## config.mk

```make
export PLATFORM = sky130hd
export DESIGN_NAME = branch_resolve
export DESIGN_NICKNAME = d
export VERILOG_FILES = /design/src/rtl/branch_resolve_pkg.sv /design/src/rtl/branch_resolve_cond.sv /design/src/rtl/branch_resolve.sv
export SDC_FILE = /design/constraint.sdc
export NUM_CORES = 1
export LEC_CHECK = 0
export ABC_AREA = 1
export CAP_MARGIN = 20
export CORE_UTILIZATION = 47
export DETAILED_ROUTE_END_ITERATION = 10
export GPL_ROUTABILITY_DRIVEN = 0
export GPL_TIMING_DRIVEN = 0
export PLACE_DENSITY_LB_ADDON = 0.08
export REMOVE_ABC_BUFFERS = 1
export SLEW_MARGIN = 10
export SYNTH_ARGS = -nofsm -noshare
export SYNTH_HDL_FRONTEND = slang
export SYNTH_HIERARCHICAL = 1
export SYNTH_SLANG_ARGS = --single-unit
```

## constraint.sdc

```tcl
create_clock -name clk -period 3.1 [get_ports clk]
set_clock_uncertainty 0.1 [all_clocks]
set_input_delay 0.62 -clock clk [delete_from_list [all_inputs] [get_ports clk]]
set_output_delay 0.62 -clock clk [all_outputs]
set_load 0.1 [all_outputs]
```

## src/rtl/branch_resolve_pkg.sv

```systemverilog
// Shared definitions for the execute-stage branch resolver: MIPS branch
// opcodes, REGIMM rt codes and the redirect FSM state encodings.
package branch_resolve_pkg;

  localparam logic [5:0] EXE_BEQ     = 6'b000100;
  localparam logic [5:0] EXE_BNE     = 6'b000101;
  localparam logic [5:0] EXE_BLEZ    = 6'b000110;
  localparam logic [5:0] EXE_BGTZ    = 6'b000111;
  localparam logic [5:0] EXE_BRANCHS = 6'b000001;

  localparam logic [4:0] EXE_BLTZ    = 5'b00000;
  localparam logic [4:0] EXE_BGEZ    = 5'b00001;
  localparam logic [4:0] EXE_BLTZAL  = 5'b10000;
  localparam logic [4:0] EXE_BGEZAL  = 5'b10001;

  localparam logic [1:0] ST_IDLE     = 2'd0;
  localparam logic [1:0] ST_WAIT_DS  = 2'd1;
  localparam logic [1:0] ST_ISSUE    = 2'd2;

endpackage

```

## src/rtl/branch_resolve_cond.sv

```systemverilog
// Pure combinational MIPS branch condition evaluator, shared with the ID
// compare path.
module branch_cond
  import branch_resolve_pkg::*;
(
  input  logic [5:0]  opcode,
  input  logic [4:0]  rt_code,
  input  logic [31:0] a,
  input  logic [31:0] b,
  output logic        take
);

  logic a_zero;
  assign a_zero = (a == 32'd0);

  always_comb begin
    take = 1'b0;
    case (opcode)
      EXE_BEQ:  take = (a == b);
      EXE_BNE:  take = (a != b);
      EXE_BLEZ: take = a[31] | a_zero;
      EXE_BGTZ: take = ~a[31] & ~a_zero;
      EXE_BRANCHS: begin
        case (rt_code)
          EXE_BLTZ, EXE_BLTZAL: take = a[31];
          EXE_BGEZ, EXE_BGEZAL: take = ~a[31];
          default:              take = 1'b0;
        endcase
      end
      default: take = 1'b0;
    endcase
  end

endmodule

```

## src/rtl/branch_resolve.sv

```systemverilog
// Execute-stage branch resolution: evaluates the branch, detects mispredicts
// against the static ID prediction and holds a single PC redirect for fetch.
//
// state      | meaning
// IDLE       | no redirect pending, branches may resolve
// WAIT_DS    | mispredict seen, waiting for the delay slot to reach ID
// ISSUE      | redirect_valid high until fetch accepts it
module branch_resolve
  import branch_resolve_pkg::*;
#(
  parameter int PERF_W = 32
) (
  input  logic              clk,
  input  logic              resetn,
  input  logic              branchE,
  input  logic              pred_takeE,
  input  logic [31:0]       instrE,
  input  logic [31:0]       rs_valE,
  input  logic [31:0]       rt_valE,
  input  logic [31:0]       pc_plus4E,
  input  logic [31:0]       immE,
  input  logic              stallE,
  input  logic              flush_excE,
  input  logic              ds_readyD,
  input  logic              redirect_ready,
  output logic              actual_takeE,
  output logic              mispredE,
  output logic              redirect_valid,
  output logic [31:0]       redirect_pc,
  output logic              busy,
  output logic [PERF_W-1:0] branch_cnt,
  output logic [PERF_W-1:0] mispred_cnt
);

  logic [1:0]  state_q;
  logic        cond_take;
  logic        res;
  logic [31:0] target;
  logic        unused_fields;

  assign unused_fields = ^{instrE[25:21], instrE[15:0], immE[31:30]};

  branch_cond u_cond (
    .opcode  (instrE[31:26]),
    .rt_code (instrE[20:16]),
    .a       (rs_valE),
    .b       (rt_valE),
    .take    (cond_take)
  );

  assign actual_takeE = branchE & cond_take;
  assign res          = branchE & ~stallE & ~flush_excE & (state_q == ST_IDLE);
  assign mispredE     = res & (actual_takeE ^ pred_takeE);

  // Not-taken correction skips the delay slot, which is already in ID.
  assign target = actual_takeE ? (pc_plus4E + {immE[29:0], 2'b00})
                               : (pc_plus4E + 32'd4);

  always_ff @(posedge clk or negedge resetn) begin
    if (!resetn) begin
      state_q     <= ST_IDLE;
      redirect_pc <= 32'd0;
    end else if (flush_excE) begin
      state_q <= ST_IDLE;
    end else begin
      case (state_q)
        ST_IDLE: begin
          if (mispredE) begin
            redirect_pc <= target;
            state_q     <= ds_readyD ? ST_ISSUE : ST_WAIT_DS;
          end
        end
        ST_WAIT_DS: if (ds_readyD) state_q <= ST_ISSUE;
        ST_ISSUE:   if (redirect_ready) state_q <= ST_IDLE;
        default:    state_q <= ST_IDLE;
      endcase
    end
  end

  always_ff @(posedge clk or negedge resetn) begin
    if (!resetn) begin
      branch_cnt  <= '0;
      mispred_cnt <= '0;
    end else begin
      if (res)      branch_cnt  <= branch_cnt + PERF_W'(1);
      if (mispredE) mispred_cnt <= mispred_cnt + PERF_W'(1);
    end
  end

  // Decoded straight from the state register so an async reset drops it at once.
  assign redirect_valid = (state_q == ST_ISSUE);
  assign busy           = (state_q != ST_IDLE);

endmodule

```

==> results of run 1 <==
[registers in the layout, summed over array words and instances, names as in the netlist]
register,count
mispred_cnt,32
redirect_pc,32
state_q,2
branch_cnt,32
[per-stage QoR]
step / cells / hold WS, ps / util / setup TNS, ps / area, sq um
after floorplan: 1220 / 224.4 / - / -29830 / 7904
after global placement: 1683 / 361.5 / 0.6399 / -351600 / 10610
after detailed placement: 1684 / 365.4 / 0.6416 / -104770 / 10640
after CTS: 1723 / 124.2 / 0.6855 / -34.60 / 11370
after global routing: 1733 / 140.0 / 0.7325 / -2014 / 12150
final: 1733 / 103.1 / 0.7325 / -40.71 / 12150
[area by class of cell]
class                      count  area share
multi-input combinational    926      0.4753
timing repair buffer         271      0.2098
sequential                    98      0.2019
inverter                     200     0.06468
tap                          220     0.02266
clock buffer                  10     0.01885
clock inverter                 6    0.005356
timing repair inverter         2    0.001442
[worst max-delay path by stage]
stage | start | endpoint
6_report | branchE | mispredE
5_1_grt | rs_valE[24] | mispredE
3_3_place_gp | rs_valE[31] | mispredE
4_1_cts | rt_valE[26] | redirect_pc[26]
3_5_place_dp | rs_valE[31] | mispredE
2_1_floorplan | rs_valE[4] | redirect_pc[30]
[worst max-delay path, stage by stage]
cell and delay, ps:
clkdlybuf4s15_1 700, inv_1 190, nor2_2 180, nand3_4 190, clkinv_4 200, nand2_8 100
inv_16 70, buf_16 160
[power by group]
part           leakage [nW]  internal, W  total, W  switching, W
registers              1.27      0.00155   0.00180      0.000245
logic                  4.70     0.000912   0.00369       0.00278
clock network         0.143     0.000630   0.00116      0.000528
total                  6.12      0.00309   0.00665       0.00355
[per-layer routing]
layer,vias to the layer above,part of all wire,GRT usage
met3,63,0.049,0.02499
li1,4361,-,-
met2,289,0.50,0.4903
met5,-,0,0
met1,3983,0.41,0.3425
met4,0,0.038,0.1162
[cells by family (layout without fill, tap and decap cells)]
family	Yosys count	after routing
xor gates and xnor gates	91	91
adders and majority gates	32	32
AOI/OAI and AO/OA	58	58
and+or+nand+nor	741	745
buffers and inverters	213	489
DFF	98	98
[placed cells by master, fill, tap and decap left out, types with 18 or more instances in the layout]
cell             count
nand2_1            377
inv_1              178
clkdlybuf4s50_1    166
dfrtp_1             98
nor2_1              90
nand3_1             50
nand2_2             49
xor2_1              47
nor2_2              45
xnor2_1             32
nand4_1             26
clkbuf_2            26
buf_4               25
nor3_1              24
nor2_4              23
ha_4                19
buf_6               18
[timing repair]
action                     in CTS  in global routing
hold buffers                    0                  0
pin swaps                      86                127
setup buffers                  18                  8
cloned                          5                  2
gates resized for setup       291                276
setup endpoints to repair      68                 33
==> impl_metrics.ini, run 1 <==
[run_status]
status = finished, violations left
failed_checks = negative setup slack

[synth]
synth_top_family_by_area = simple AND/OR/NAND/NOR gates
synth-simple-area-share = 0.3984
synth_commonest_cells = nand2_1, inv_1, nor2_1
postSynthCellCount = 1233
synth.distinct_cells = 41
yosysMostFrequentCell = nand2_1
synth_adder_area_share = 0.05115
synthesis.area_sq_um = 7974
synth-seq-cells = 98
synth_xor_area_frac = 0.1009
netlist.area_leader.share = 0.3075
syn_area_per_cell_sq_um = 6.467
synth_area_leader_cell = dfrtp_1
async_reset_ff_frac = 1.000
yosys-top-cells-area = dfrtp_1, nand2_1, inv_1
synthMuxAreaShare = 0
synth_flop_cell = dfrtp_1
yosys_warnings = 6
synth_enable_flop_cells = 0
synth_compound_area_frac = 0.03844
ys_seq_area_frac = 0.3075

[worst_setup_path]
r2r-end = mispred_cnt[11]
crit_type = primary input to primary output
worstPathArrival_ps = 2420
crit_fanout = 12
reg2reg_from = state_q[1]
ff2ff_setup_slack_ps = 860
cp-end-kind = primary output
cp-start-kind = primary input
required_ps = 2380
reg2regPathDepth = 12

[global_route]
gr-total-overflow = 0
antenna_found_initial = 0
grtUsageTotal = 0.2760
grt_pass1_vias = 8293
grt_start_max_net_pins = 54
grt_pass1_wl_microns = 38840

[die]
die_y_microns = 132.3
die_area_sq_um = 17490
pin_count = 268
num_rows = 47
initial_utilization = 0.4808
die_w_microns = 132.3
core_sq_um = 16580

[final_layout]
seq_area_sq_um = 2452
area_delta_synth_final_pct = 52.35
multi_input_area_sq_um = 5774
n_antenna_cell = 0
drive_gt1_frac = 0.2333
fillers = 1338
fin_nets = 1708

[sta]
setup_viol = 1
fin_ws_ps = -40.71
report.final.slew_viol_count = 0
worstMarginPinSlew_ps = 1063
hold_viol_final = 0
finalCritPeriodShare = 1.013
fmax_ghz = 0.3184
min_period_ps = 3141
slew-limit-headroom = 0.2892
grt_setup_unrepaired = true

[power_and_ir_drop]
ir_drop_uv = 619.0
power_w = 0.006648
power_density_nw_per_um2 = 547.2
leakagePower_nw = 6.116

[routing]
dr.pass1.iters = 5
vias = 8696
wl_per_cell_microns = 14.26
drt_wl_total_microns = 24720
drcViolationCount = 0
ant_nets = 0
via_per_inst = 5.018
drtIter0Drc = 567

[cts]
cts-root-buf = clkbuf_16
cts_tree = yes
h-tree-depth = 3
cts_sinks = 98
cts_buffers = 9
clock_latency_ps = 350
clockBufferDepth = 2
clk_pin_slew_ps = 70

[placement]
port_buffers = 243
preCtsSetupSlack_ps = -3312
dpl.hpwl_microns = 17330

[run]
maxCapViolations = 0

[hold_path]
min_path_type = primary input to asynchronous set/reset pin
Power figures use the tool's default switching activity.
==> run 2: changes to the inputs <==
--- a/config.mk
+++ b/config.mk
@@ -13,6 +13,7 @@
 export GPL_TIMING_DRIVEN = 0
 export PLACE_DENSITY_LB_ADDON = 0.08
 export REMOVE_ABC_BUFFERS = 1
+export SKIP_CTS_REPAIR_TIMING = 1
 export SLEW_MARGIN = 10
 export SYNTH_ARGS = -nofsm -noshare
 export SYNTH_HDL_FRONTEND = slang
==> run 2 against run 1 <==
Effect of this change:
- the run still ends with negative setup slack left
- non-clock buffer count rose by 3
- final area rose by 3.5%
- routed wire length rose by 5.9%
- worst hold slack improved by 0.66 ps
- via count rose by 2.2%
- register-to-register slack improved by 120 ps
- critical path type is now primary input to register
- highest routed layer unchanged
==> impl_metrics.ini, run 2 (same netlist as run 1, synthesis figures left out) <==
[run_status]
status = finished, violations left
failed_checks = negative setup slack

[global_route]
gr-total-overflow = 0
antenna_found_initial = 0
grt_start_max_net_pins = 59
grtUsageTotal = 0.2555
grt_pass1_vias = 7990
grt_pass1_wl_microns = 36300

[final_layout]
fin_nets = 1710
area_delta_synth_final_pct = 57.68
layout_commonest_cell = nand2_1
reg_top3 = branch_cnt x32, mispred_cnt x32, redirect_pc x32
layout_common_cells = nand2_1, inv_1, clkdlybuf4s50_1
drive_gt1_frac = 0.2587
n_antenna_cell = 0

[worst_setup_path]
crit_fanout = 5
crit_chain = buf_6 -> nor2_2 -> nand4_1 -> nor2_2 -> nand2_1 -> buf_4 -> a21oi_2 -> nor2_2 -> nand2_2 -> nand2_8 -> buf_12 -> buf_8 -> nor2_4 -> ha_4 -> nand2_4 -> nor2_4 -> nand2_1 -> nor2_2 -> nand2_2 -> nand3_1 -> nand2_1 -> nand3_2 -> nand2_1
cp-end-kind = register
crit_slowest_cell = ha_4
worstPathArrival_ps = 3390
crit_type = primary input to register
required_ps = 3250
cp-start-kind = primary input
slowest_delay_ps = 200

[cts]
clockBufferDepth = 2
cts-root-buf = clkbuf_16
clock_latency_ps = 360
cts_sinks = 98
cts_tree = yes
cts_buffers = 9
clk_pin_slew_ps = 70
h-tree-depth = 3

[routing]
vias = 8891
wl_per_cell_microns = 15.09
drtIter0Drc = 601
dr.pass1.iters = 5
ant_nets = 0
drt_wl_total_microns = 26180
via_per_inst = 5.124
drcViolationCount = 0

[power_and_ir_drop]
power_density_nw_per_um2 = 532.9
ir_drop_uv = 421.9
power_w = 0.006700
leakagePower_nw = 6.328

[placement]
dpl.hpwl_microns = 17330
port_buffers = 243

[sta]
whs_ps = 103.7
fmax_ghz = 0.3084
report.final.slew_viol_count = 0
finalCritPeriodShare = 1.046
hold_viol_final = 0
setup_viol = 13
slew-limit-headroom = 0.2773
grt_setup_unrepaired = true
fin_ws_ps = -142.4
min_period_ps = 3242
worstMarginPinSlew_ps = 1081

[die]
die_area_sq_um = 17490
num_rows = 47
initial_utilization = 0.4808
die_y_microns = 132.3
die_w_microns = 132.3
pin_count = 268
core_sq_um = 16580

[run]
maxCapViolations = 0

[hold_path]
min_path_type = primary input to asynchronous set/reset pin
## run 2: changes by cell type in the layout (fill, tap and decap cells not counted), moves of 5 or more
| cell | previous run | this run |
|---|---|---|
| buf_2 | 17 | 2 |
| nor2_1 | 90 | 80 |
| nand3_1 | 50 | 42 |
| dlymetal6s2s_1 | 3 | 15 |
| dlygate4sd2_1 | 5 | 0 |
| nand2_1 | 377 | 361 |
| nand2_2 | 49 | 57 |
| buf_6 | 18 | 30 |
| nand2_4 | 14 | 22 |
| nand3_2 | 15 | 21 |
| nor2_4 | 23 | 32 |
## run 2: final timing paths
path / startpoint / endpoint / slack [ps] / cells after the start
worst min-delay path: resetn / mispred_cnt[10] / 100 / 1
min in group clk: redirect_pc[20] / redirect_pc[20] / 370 / 2
worst max register to register: state_q[1] / mispred_cnt[18] / 980 / 11
worst max-delay path: rs_valE[30] / redirect_pc[24] / -140 / 23
max in group asynchronous: resetn / redirect_pc[22] / 2170 / 2
worst min register to register: redirect_pc[20] / redirect_pc[20] / 370 / 2
## run 2: per-layer routing
layer | vias to the layer above | track usage | wire length [microns]
li1 | 4355 | - | -
met1 | 4120 | 0.3203 | 10500
met2 | 342 | 0.4418 | 13360
met3 | 74 | 0.02384 | 1206
met4 | 0 | 0.1245 | 1110
met5 | - | 0 | 0
## run 2: layout make-up
class,count,area [sq um]
clock buffer,10,229.0
clock inverter,6,65.06
fill,1241,4010
inverter,200,784.5
multi-input combinational,925,6060
sequential,98,2452
tap,220,275.3
timing repair buffer,274,2685
timing repair inverter,2,22.52
## run 2: where the power goes
group,total [W],switching [W],internal [W],leakage (nW)
clock network,0.00117,0.000537,0.000630,0.143
registers,0.00180,0.000247,0.00155,1.27
logic,0.00373,0.00280,0.000931,4.91
## run 2: stage by stage
stage / setup slack [ps] / TNS, ps / cell area [sq um] / util / instances
5_1_grt: -292.6 / -4334 / 12570 / 0.7582 / 1735
3_3_place_gp: -3323 / -351600 / 10610 / 0.6399 / 1683
4_1_cts: -3346 / -82160 / 10930 / 0.6593 / 1700
6_report: -142.4 / -941.1 / 12570 / 0.7582 / 1735
2_1_floorplan: -960.6 / -29830 / 7904 / - / 1220
3_5_place_dp: -3312 / -104770 / 10640 / 0.6416 / 1684
## run 2: critical path, delay by kind of cell
family | cells | cell delay (ps)
AND/OR/NAND/NOR | 17 | 1880
buffers and inverters | 4 | 550
adder cells (fa/ha/maj) | 1 | 200
AO/OA/AOI/OAI | 1 | 120
==> run 3: changes to the inputs <==
--- a/config.mk
+++ b/config.mk
@@ -19,3 +19,4 @@
 export SYNTH_HDL_FRONTEND = slang
 export SYNTH_HIERARCHICAL = 1
 export SYNTH_SLANG_ARGS = --single-unit
+export TNS_END_PERCENT = 10
==> run 3 against run 2 <==
Effect of this change:
- the run still ends with negative setup slack left
- register-to-register slack hardly changed
- worst setup slack got worse by 88 ps
- routed wire length shrank 2.7%
- maximum frequency shrank 2.6%
- critical path depth unchanged
- via count decreased by 1.5%
- combinational power hardly changed
- global-route usage is the same
- die area unchanged
==> impl_metrics.ini, run 3 (same netlist as run 1, synthesis figures left out) <==
[final_layout]
layout_common_cells = nand2_1, inv_1, clkdlybuf4s50_1
n_antenna_cell = 0
fillers = 1299
stdcell_area_sq_um = 12350
area_delta_synth_final_pct = 54.89
layout_commonest_cell = nand2_1
fin_nets = 1707
reg_top3 = branch_cnt x32, mispred_cnt x32, redirect_pc x32
drive_gt1_frac = 0.2354

[worst_setup_path]
worstPathArrival_ps = 3470
cp-start-kind = primary input
reg2reg_from = state_q[1]
crit_type = primary input to register
r2r-end = mispred_cnt[18]
crit_fanout = 5
ff2ff_setup_slack_ps = 970
required_ps = 3240
cp-end-kind = register
reg2regPathDepth = 11

[global_route]
antenna_found_initial = 0
grt_pass1_vias = 7990
grtUsageTotal = 0.2555
gr-total-overflow = 0
grt_start_max_net_pins = 59
grt_pass1_wl_microns = 36300

[placement]
dpl.hpwl_microns = 17330
port_buffers = 243
post_dp_cell_area_sq_um = 10640

[sta]
slew-limit-headroom = 0.2772
worstMarginPinSlew_ps = 1081
fin_ws_ps = -230.5
min_period_ps = 3330
report.final.slew_viol_count = 0
whs_ps = 104.2
finalCritPeriodShare = 1.074
setup_viol = 21
fmax_ghz = 0.3003
hold_viol_final = 0
grt_setup_unrepaired = true

[power_and_ir_drop]
power_density_nw_per_um2 = 539.5
ir_drop_uv = 449.9
leakagePower_nw = 6.243

[cts]
cts_buffers = 9
clk_pin_slew_ps = 70
cts_tree = yes
clock_latency_ps = 350
cts_sinks = 98
h-tree-depth = 3
clockBufferDepth = 2
cts-root-buf = clkbuf_16

[die]
die_y_microns = 132.3
pin_count = 268
die_w_microns = 132.3
core_sq_um = 16580
num_rows = 47
initial_utilization = 0.4808
die_area_sq_um = 17490

[routing]
dr.pass1.iters = 5
vias = 8756
via_per_inst = 5.055
drt_wl_total_microns = 25470
wl_per_cell_microns = 14.70
drcViolationCount = 0
drtIter0Drc = 631
ant_nets = 0

[run]
maxCapViolations = 0

[run_status]
status = finished, violations left
failed_checks = negative setup slack

[hold_path]
min_path_type = primary input to asynchronous set/reset pin
[run 3: how the worst max path moves through the flow]
stage / startpoint / end / slack, ps / cells after the start
3_3_place_gp: rs_valE[31] / mispredE / -3320 / 15
2_1_floorplan: rs_valE[4] / redirect_pc[30] / -960 / 23
3_5_place_dp: rs_valE[31] / mispredE / -3310 / 15
5_1_grt: rs_valE[27] / redirect_pc[16] / -340 / 23
4_1_cts: rs_valE[31] / mispredE / -3350 / 15
6_report: rs_valE[30] / redirect_pc[16] / -230 / 23
[run 3: cell type report]
| type | instances | area [sq um] | share of cell area |
|---|---|---|---|
| Clock buffer | 10 | 229.0 | 0.01854 |
| Clock inverter | 6 | 65.06 | 0.005268 |
| Inverter | 200 | 784.5 | 0.06352 |
| Multi-Input combinational cell | 925 | 5867 | 0.4750 |
| Sequential cell | 98 | 2452 | 0.1986 |
| Tap cell | 220 | 275.3 | 0.02229 |
| Timing Repair Buffer | 271 | 2655 | 0.2150 |
| Timing Repair inverter | 2 | 22.52 | 0.001824 |
[run 3: report_power, final]
part | switching, W | total [W] | internal [W]
Clock | 0.000528 | 0.00116 | 0.000630
Sequential | 0.000244 | 0.00180 | 0.00155
Combinational | 0.00279 | 0.00371 | 0.000922
[run 3: through the flow]
stage               TNS (ps)  cells  setup slack [ps]  utilization  power (W)
floorplan             -29830   1220            -960.6            -   0.004354
global placement     -351600   1683             -3323       0.6399   0.005338
detailed placement   -104770   1684             -3312       0.6416   0.005378
CTS                   -82160   1700             -3346       0.6593   0.006534
global route           -4931   1732            -336.2       0.7448   0.006896
finish                 -1462   1732            -230.5       0.7448   0.006663
[run 3: critical path, cell delays in order]
cell and delay, ps:
buf_6 100, nor2_2 100, nand4_1 110, nor2_2 170, nand2_1 110, nand3_1 100, nand2_1 60, nor2_2 120
nand2_2 120, nand2_8 140, or2_4 150, ha_4 140, inv_2 40, fa_2 390, inv_2 80, nand3_2 90
nand3_4 130, nand2_4 80, a21oi_2 130, nor2_1 70, nand2_1 70, nand2_1 80, o21ai_0 260
[run 3: layer usage]
metal  routed length (microns)  GRT usage
met5                         0          0
met4                       944     0.1245
met3                      1207    0.02384
met2                     12860     0.4418
met1                     10450     0.3203
==> RTL edit (flow settings as in run 2) <==
The parameter `PERF_W` goes from 32 to 48.
--- a/src/rtl/branch_resolve.sv
+++ b/src/rtl/branch_resolve.sv
@@ -8,7 +8,7 @@
 module branch_resolve
   import branch_resolve_pkg::*;
 #(
-  parameter int PERF_W = 32
+  parameter int PERF_W = 48
 ) (
   input  logic              clk,
   input  logic              resetn,
Ports: changed (resized branch_cnt and mispred_cnt); port bits go from 268 to 300. No check against the original RTL was run, so the function may have changed too.
==> RTL edit against run 2 <==
Hold slack got worse by 79 ps; critical path type is now primary input to output pin; the run still ends with negative setup slack left; largest power group unchanged; power is 20% higher; setup slack better by 27 ps; sequential cell count up 32; routed wire length increased by 29%; final area up 18%; synthesized cell count rose by 32%; highest routed layer unchanged; register-to-register slack got worse by 250 ps; area after synthesis grew 29%.
==> RTL edit: results (changes against run 2) <==
cts:
  h-tree-depth: 4  # +1
  clk_latency_ps: 440  # +80 ps
  numCtsBuffers: 17  # +8
finish:
  bufAreaShareNonClock: 0.208  # -0.00537
  fill_cells: 1828  # +47%
  drive_gt1_frac: 0.126  # -0.133
  seq_area_frac: 0.220  # +0.0249
  clkCellAreaFrac: 0.0403  # +0.0169
  fin_nets: 2144  # +25%
  nMultiInputCombCells: 1238  # +34%
  nClkBuffers: 18  # +8
  antenna_cells: 1  # +1
  multi_input_area_um2: 6560  # +8.2%
  seq_cells: 130  # +33%
  final_area_um2: 14800  # +18%
  reg_top3: "branch_cnt x48, mispred_cnt x48, redirect_pc x32"
drt:
  wl_met1_um: 14100  # +34%
  wl_met3_um: 2370  # +97%
  drt_wl_total_um: 33700  # +29%
  avgViaCountPerCell: 5.07  # -1.1%
  drt_iter0_drc: 790  # +31%
  routed-wl-met2_um: 16500  # +23%
  vias: 11321  # +27%
status:
  status: "complete, but fails checks"
  violations: "negative setup slack"
synth:
  synthTopCellsByCount: "nand2_1, inv_1, nor2_1, dfrtp_1, nand3_1"
  yosysSeqAreaShare: 0.315  # +0.00772
  synth_adder_area_share: 0.0395  # -0.0116
  synth_cell_types: 31  # -24%
  ys_top_cells_by_area: "dfrtp_1, nand2_1, inv_1"
  synth_compound_area_frac: 0.0304  # -0.00801
critical_path:
  worstPathMaxFanout: 6  # +1
  worstSetupStartpoint: "rt_valE[25]"
  slowest_stage: "clkbuf_16"
  rr_worst_depth: 12  # +1
  reg2reg_slack_ps: 730  # -250 ps
  reg2reg_from: "state_q[0]"
  reg2reg_to: "mispred_cnt[22]"
  cp_data_arrival_time_ps: 2500  # -890 ps
power:
  peakVddDrop_mv: 0.607  # +44%
  pwr-share-clk: 0.261  # +0.087
  p_leak_nw: 7.35  # +16%
timing:
  setup_ws_ps: -116  # +26.6 ps
  worst_pin_slew_ps: 1070  # -5.93 ps
  fin_tns_setup_ps: -181  # +760 ps
  setup_viol: 3  # -10
global_route:
  grtUsageMet2: 0.475  # +0.0330
  grt_pass1_vias: 10263  # +28%
  grt_util_all_layers: 0.281  # +0.0255
  grt_antenna_before_repair: 1  # +1
  grt_pass1_wl_um: 49600  # +37%
  grtUsageMet1: 0.358  # +0.0380
place:
  placed_cell_area_um2: 13400  # +26%
  io_buffers: 275  # +13%
  dp.cells: 2164  # +29%
[RTL edit: changes by cell type after synthesis, moves of 13 or more]
cell / run 2 / this run
dfrtp_1: 98 / 130
inv_1: 196 / 248
nand2_1: 436 / 593
o21ai_1: 13 / 0
o21ai_0: 14 / 32
nand4_1: 26 / 40
nor3_1: 26 / 51
nand3_1: 69 / 104
nor2_1: 146 / 207
[RTL edit: worst min path at each step]
stage	from	end	slack (ps)	cells past startpoint
6_report	resetn	mispred_cnt[18]	30	1
5_1_grt	resetn	mispred_cnt[18]	70	1
4_1_cts	resetn	mispred_cnt[14]	50	1
3_5_place_dp	redirect_pc[0]	redirect_pc[0]	370	2
3_3_place_gp	redirect_pc[0]	redirect_pc[0]	360	2
2_1_floorplan	resetn	branch_cnt[0]	220	0
[RTL edit: stage by stage]
step	worst slack [ps]	power [mW]
2_1_floorplan	-1080	4.84
5_1_grt	-218	8.37
4_1_cts	-2810	8.01
3_5_place_dp	-2790	5.90
6_report	-116	8.06
3_3_place_gp	-3990	5.86
